File: src/rtl/fifo_level.sv
// Synchronous FIFO with registered level count, programmable almost-full/empty
// thresholds and overflow/underflow pulses. Define FIFO_LEVEL_FWFT_EN for first-word-fall-through.
module fifo_level #(
    parameter int DATA_WIDTH = 8,
    parameter int ADDR_WIDTH = 4,
    parameter int AF_LEVEL   = (2 ** ADDR_WIDTH) - 2,
    parameter int AE_LEVEL   = 2
) (
    input  logic                  clk,
    input  logic                  rst,
    input  logic                  wr_en,
    input  logic                  rd_en,
    input  logic [DATA_WIDTH-1:0] data_in,
    output logic [DATA_WIDTH-1:0] data_out,
    output logic                  data_valid,
    output logic [ADDR_WIDTH:0]   count,
    output logic                  empty,
    output logic                  full,
    output logic                  almost_empty,
    output logic                  almost_full,
    output logic                  overflow,
    output logic                  underflow
);

    localparam int DEPTH = 2 ** ADDR_WIDTH;
    localparam logic [ADDR_WIDTH:0]   DEPTH_CNT = {1'b1, {ADDR_WIDTH{1'b0}}};
    localparam logic [ADDR_WIDTH:0]   CNT_ONE   = {{ADDR_WIDTH{1'b0}}, 1'b1};
    localparam logic [ADDR_WIDTH-1:0] PTR_ONE   = {{(ADDR_WIDTH-1){1'b0}}, 1'b1};

    logic [DATA_WIDTH-1:0] mem [DEPTH];
    logic [ADDR_WIDTH-1:0] wr_ptr;
    logic [ADDR_WIDTH-1:0] rd_ptr;
    logic [ADDR_WIDTH:0]   count_q;
    logic                  overflow_q;
    logic                  underflow_q;
    logic                  rd_accept;
    logic                  wr_accept;

    assign empty        = (count_q == '0);
    assign full         = (count_q == DEPTH_CNT);
    assign almost_empty = (int'(count_q) <= AE_LEVEL);
    assign almost_full  = (int'(count_q) >= AF_LEVEL);
    assign count        = count_q;
    assign overflow     = overflow_q;
    assign underflow    = underflow_q;

    // A write into a full FIFO is allowed when a read frees the slot on the same edge.
    assign rd_accept = !rst && rd_en && !empty;
    assign wr_accept = !rst && wr_en && (!full || rd_en);

    always_ff @(posedge clk) begin
        if (wr_accept) begin
            mem[wr_ptr] <= data_in;
        end
    end

    always_ff @(posedge clk) begin
        if (rst) begin
            wr_ptr      <= '0;
            rd_ptr      <= '0;
            count_q     <= '0;
            overflow_q  <= 1'b0;
            underflow_q <= 1'b0;
        end else begin
            overflow_q  <= wr_en && !wr_accept;
            underflow_q <= rd_en && !rd_accept;
            if (wr_accept) begin
                wr_ptr <= wr_ptr + PTR_ONE;
            end
            if (rd_accept) begin
                rd_ptr <= rd_ptr + PTR_ONE;
            end
            if (wr_accept && !rd_accept) begin
                count_q <= count_q + CNT_ONE;
            end else if (rd_accept && !wr_accept) begin
                count_q <= count_q - CNT_ONE;
            end
        end
    end

`ifdef FIFO_LEVEL_FWFT_EN
    // Head word is shown combinationally; forced to zero while empty so reset reads as 0.
    assign data_out   = empty ? '0 : mem[rd_ptr];
    assign data_valid = !empty;
`else
    logic [DATA_WIDTH-1:0] data_out_q;
    logic                  data_valid_q;

    always_ff @(posedge clk) begin
        if (rst) begin
            data_out_q   <= '0;
            data_valid_q <= 1'b0;
        end else begin
            data_valid_q <= rd_accept;
            if (rd_accept) begin
                data_out_q <= mem[rd_ptr];
            end
        end
    end

    assign data_out   = data_out_q;
    assign data_valid = data_valid_q;
`endif

endmodule
File: config.mk
export PLATFORM = sky130hd
export DESIGN_NAME = fifo_level
export DESIGN_NICKNAME = d
export VERILOG_FILES = /design/src/rtl/fifo_level.sv
export SDC_FILE = /design/constraint.sdc
export NUM_CORES = 1
export LEC_CHECK = 0
export BUFFER_PORTS_ARGS = -buffer_cell sky130_fd_sc_hd__buf_4
export CAP_MARGIN = 0
export CORE_MARGIN = 1
export CORE_UTILIZATION = 50
export CTS_CLUSTER_DIAMETER = 100
export DETAILED_ROUTE_END_ITERATION = 10
export PLACE_DENSITY = 0.67
export SLEW_MARGIN = 5
export SYNTH_ARGS = -nofsm -noshare
export SYNTH_HDL_FRONTEND = slang
export SYNTH_SLANG_ARGS = --single-unit
File: constraint.sdc
create_clock -name clk -period 3.3 [get_ports clk]
set_input_delay 0 -clock clk [delete_from_list [all_inputs] [get_ports clk]]
set_output_delay 0 -clock clk [all_outputs]
set_load 0.01 [all_outputs]
**Word level (Yosys, flattened, before mapping)**

Memories as Yosys holds them, arrays and structs flattened. A register that Yosys moved wholly into a read port is not among the register bits.
Index checks and enable logic that the tools add are counted.

- Add/sub/neg operators: 4
- Multipliers: 0
- Div/mod/pow operators: 0
- $lt $le $gt $ge: 2
- Equal/unequal tests: 1
- Shifts and indexed selects: 0
- Muxes and demuxes: 4
- Bitwise gates (word level): 0
- Reductions and logical operators: 16

Operators by type and width:

| kind | number |
|---|---|
| 5-bit 2-to-1 mux | 2 |
| 4-bit by 1-bit adder with 4-bit output, second input constant | 2 |
| 1-bit logical AND | 8 |
| 5-bit by 1-bit adder with 5-bit output, second input constant | 1 |
| 5-bit equality test, second input constant | 1 |
| 5-bit by 4-bit greater-or-equal comparator with 1-bit output, second input constant | 1 |
| 5-bit by 2-bit less-or-equal comparator with 1-bit output, second input constant | 1 |
| 1-bit zero test | 5 |
| 5-bit zero test | 1 |
| 5-bit by 1-bit subtractor with 5-bit output, second input constant | 1 |
| 1-bit 2-to-1 mux | 2 |
| 2-bit nonzero test | 1 |
| 1-bit logical OR | 1 |

- Register bits: 16
- Latch bits: 0
- RAM bits: 128
- Memory bits (read-only): 0
- Output and inout bits: 20
- Word-level logic and storage cells: 34
- Memories kept: 1

Memory list:

| name | depth | width | rd ports | clocked after Yosys merged registers in | wr ports | RTL line | text |
|---|---|---|---|---|---|---|---|
| mem | 16 | 8 | 1 | 1 | 1 | 30 | `logic [DATA_WIDTH-1:0] mem [DEPTH];` |

**Depth between registers and ports, before layout**

- Depth in word-level cells: 8
- Mapped depth: 11
- Depth with buffers taken out: 11

**Worst setup path before layout**

Ideal clock, no wire load.

- Path kind: register -> register
- Start point: register count_q[0], in the netlist count[0]
- End point: register count_q[4], in the netlist count[4]
- Setup time: 0.121 ns
- Arrival time: 2.609 ns
- Path slack: 0.570 ns
- Cell stages (with the launch flop): 11
- Path buffers: 0
- Clock period less this slack: 2.730 ns
- Cell sequence: dfxtp_1 -> nor4_4 -> a21oi_4 -> inv_1 -> ha_1 -> inv_1 -> ha_1 -> a21o_1 -> a21oi_1 -> mux2i_1 -> mux2_2

- Longest elaborated chain between the ends: 7
- Elaborated cells on any way between the ends: 16

Ends and longest elaborated chain:

| item | RTL line | text |
|---|---|---|
| from (decl) | 33 | `logic [ADDR_WIDTH:0] count_q;` |
| from (signal assigned) | 74 | `count_q <= count_q + CNT_ONE;` |
| from (signal assigned) | 76 | `count_q <= count_q - CNT_ONE;` |
| branches (longest 7 deep; another with 5-bit by 1-bit subtractor with 5-bit output) | -- |  |

Parallel ways; which one is timed is not known. The select of a mux whose other input is x is not followed.
A chain may end at the register's enable or synchronous reset.

**Final worst setup path**

- Start point: register count_q[1], in the netlist count[1]
- End point: register count_q[4], in the netlist count[4]

Same word-level chain as after synthesis.

==> impl_metrics.ini <==
[cts]
cts.reportedPaths.clkPinSlew_ns = 0.06
clkSinkCount = 152
cts-root-buf = clkbuf_16
clk_latency_ns = 0.42
cts_buffers = 17
cts_tree = built
cts_setup_buffers = 0
cts_buffer_depth = 2
htreeDepth = 4

[critical_path]
worst_ep_required_time_ns = 3.61
worstPathCellList = nor4_4 -> a21oi_4 -> inv_1 -> ha_1 -> inv_1 -> ha_1 -> a21o_1 -> a21oi_1 -> mux2i_1 -> mux2_2
cp.arrival_ns = 3.28
cp_slowest_cell = nor4_4
path_max_fanout = 9
end_kind = flop
crit_type = reg2reg
slowest_delay_ns = 0.48
critical_path.startpoint_type = flop

[global_routing]
grtUsageTotal = 0.210
grt_max_degree = 23
grt_pass1_wl_mm = 18.5
grt_pass1_vias = 3236
antenna_found_initial = 0
overflow = 0

[detailed_routing]
dr.pass1.iters = 7
ant_nets = 0
drc = 4
vias_per_cell = 5.72
drtIter0Drc = 226
drt-wirelength-per-cell_um = 21.6
routed_wl_mm = 12.0
via_count = 3185

[logic_synthesis]
synth_area_per_cell_um2 = 18.3
async_flop_share = 0
synth.most_common_cell = edfxtp_1
ys_top_cells_by_count = edfxtp_1, mux4_2, nor2_1, dfxtp_1, mux2i_1
yosys.area.top_type_share = 0.632
synth_edf_count = 128
ys_ff_latch = 152
ys.flop_type = edfxtp_1
syn-cell-area_um2 = 6080
synth_cells = 332
yosysWarnings = 0
yosys.area.top_type = edfxtp_1
ys_types = 36
syn-num-nets = 354
synthTopCellsByArea = edfxtp_1, mux4_2, dfxtp_1
synth-seq-area-share = 0.711

[placement]
gp_congestion = 0.819
dp_cells = 514
dp_hpwl_mm = 7.70
place_area_um2 = 6570
io_buffers = 31

[timing]
slew_viol_final = 0
max_slew.worst_pin.slew_ns = 0.642
fin_crit_sh = 0.898
period_needed_ns = 2.96
timing.fmax_mhz = 337
rsz0062_at_grt = no
hold_viol = 0
setup-violations-final = 0
relSlewSlack = 0.572
skew_ns = 0.00546
hold_slack_ns = 0.0862
finalSetupTns_ns = 0

[run_status]
violations = DRC
outcome = finished with violations

[power]
p_per_area_nw_per_um2 = 738
vdd_ir_drop_max_uv = 654
power.total_mw = 5.39
power.leakage_nw = 2.52

[cells_and_area]
area_growth_pct = 20.3
nFillCells = 827
fin_area_um2 = 7310
fin_cells = 557
multi_input_area_um2 = 1610
antenna_cells = 0
fin_nets = 423
seq_area_um2 = 4330
layout-drive-gt1-share = 0.297

[floorplanning]
die_x_um = 112
initial_core_util = 0.524
ios = 32
dieArea_um2 = 12600
fp.coreArea_um2 = 11600
rows = 39
die_h_um = 112

[min_path]
hp-class = in2reg

[run]
maxCapViolations = 0
[flip-flops by register name, summed over array words and instances (netlist names)]
register / flops
count: 5
data_out: 8
data_valid: 1
wr_ptr: 4
rd_ptr: 4
underflow: 1
overflow: 1
mem: 128
[power by group]
| group | internal (mW) | total [mW] | leakage [nW] | switching [mW] |
|---|---|---|---|---|
| logic | 0.506 | 1.01 | 0.869 | 0.506 |
| registers | 2.18 | 2.31 | 1.35 | 0.127 |
| clock network | 1.34 | 2.07 | 0.302 | 0.734 |
[area by class of cell]
cell class	instances	area share
Clock buffer	20	0.0597
Clock inverter	12	0.0274
Inverter	10	0.00513
Multi-Input combinational cell	154	0.220
Sequential cell	152	0.591
Tap cell	143	0.0245
Timing Repair Buffer	66	0.0715
[worst max-delay path, delay by kind of cell, from the launching register on]
kind                     cells  cell delay (ns)
AO/OA/AOI/OAI                3             0.56
adder cells (fa/ha/maj)      2             0.57
buffers and inverters        2             0.29
flip-flops                   1             0.39
multiplexers                 2             0.56
AND/OR/NAND/NOR              1             0.48
[layer usage]
metal | up-vias | GRT usage | routed length, um
met5 | - | 0 | 0
met4 | 0 | 0.0773 | 161
met3 | 16 | 0.0599 | 696
met2 | 90 | 0.336 | 5940
met1 | 1641 | 0.278 | 5220
li1 | 1438 | - | -
[placed cells by master (no fill, tap or decap), types with 4 or more instances in the layout]
master,n
edfxtp_1,128
bufinv_16,5
ha_1,9
xor2_1,6
o221ai_1,5
a21oi_1,5
buf_4,55
nor3_1,4
nand2_1,9
nand2b_1,5
nand3b_1,5
mux2i_1,18
dfxtp_1,23
nor2_1,29
a21o_1,5
mux4_2,32
inv_1,10
dlygate4sd3_1,11
clkbuf_16,17
[through the flow]
step                utilization  worst slack (ns)
global route              0.630             0.172
detailed placement        0.566             0.366
finish                    0.630             0.336
global placement          0.566             0.429
floorplan                     -             0.570
CTS                       0.630             0.346
[path summary, 6_finish.rpt]
path         cells after the start  slack (ns)                        to                      from
max                             10        0.34     count[4]$_SDFFE_PP0P_     count[1]$_SDFFE_PP0P_
min                              5        0.09    wr_ptr[1]$_SDFFE_PP0P_                     wr_en
max reg2reg                     10        0.34     count[4]$_SDFFE_PP0P_     count[1]$_SDFFE_PP0P_
min reg2reg                      1        0.45  data_out[6]$_SDFFE_PP0P_  data_out[6]$_SDFFE_PP0P_
[cell families after synthesis]
kind of cell | share of synthesized area
xor+xnor | 0.0130
mux | 0.150
simple gates | 0.0502
flops | 0.711
buf+inv | 0.0237
fa+ha+maj | 0.0218
compound gates | 0.0302
[repair_timing]
action / CTS / global route
endpoints found under the setup margin: 0 / 0
hold buffers: 11 / 0
resized for setup: 0 / 0
endpoints found under the hold margin: 142 / 0
Note: power is estimated with default switching activity, not from simulation.
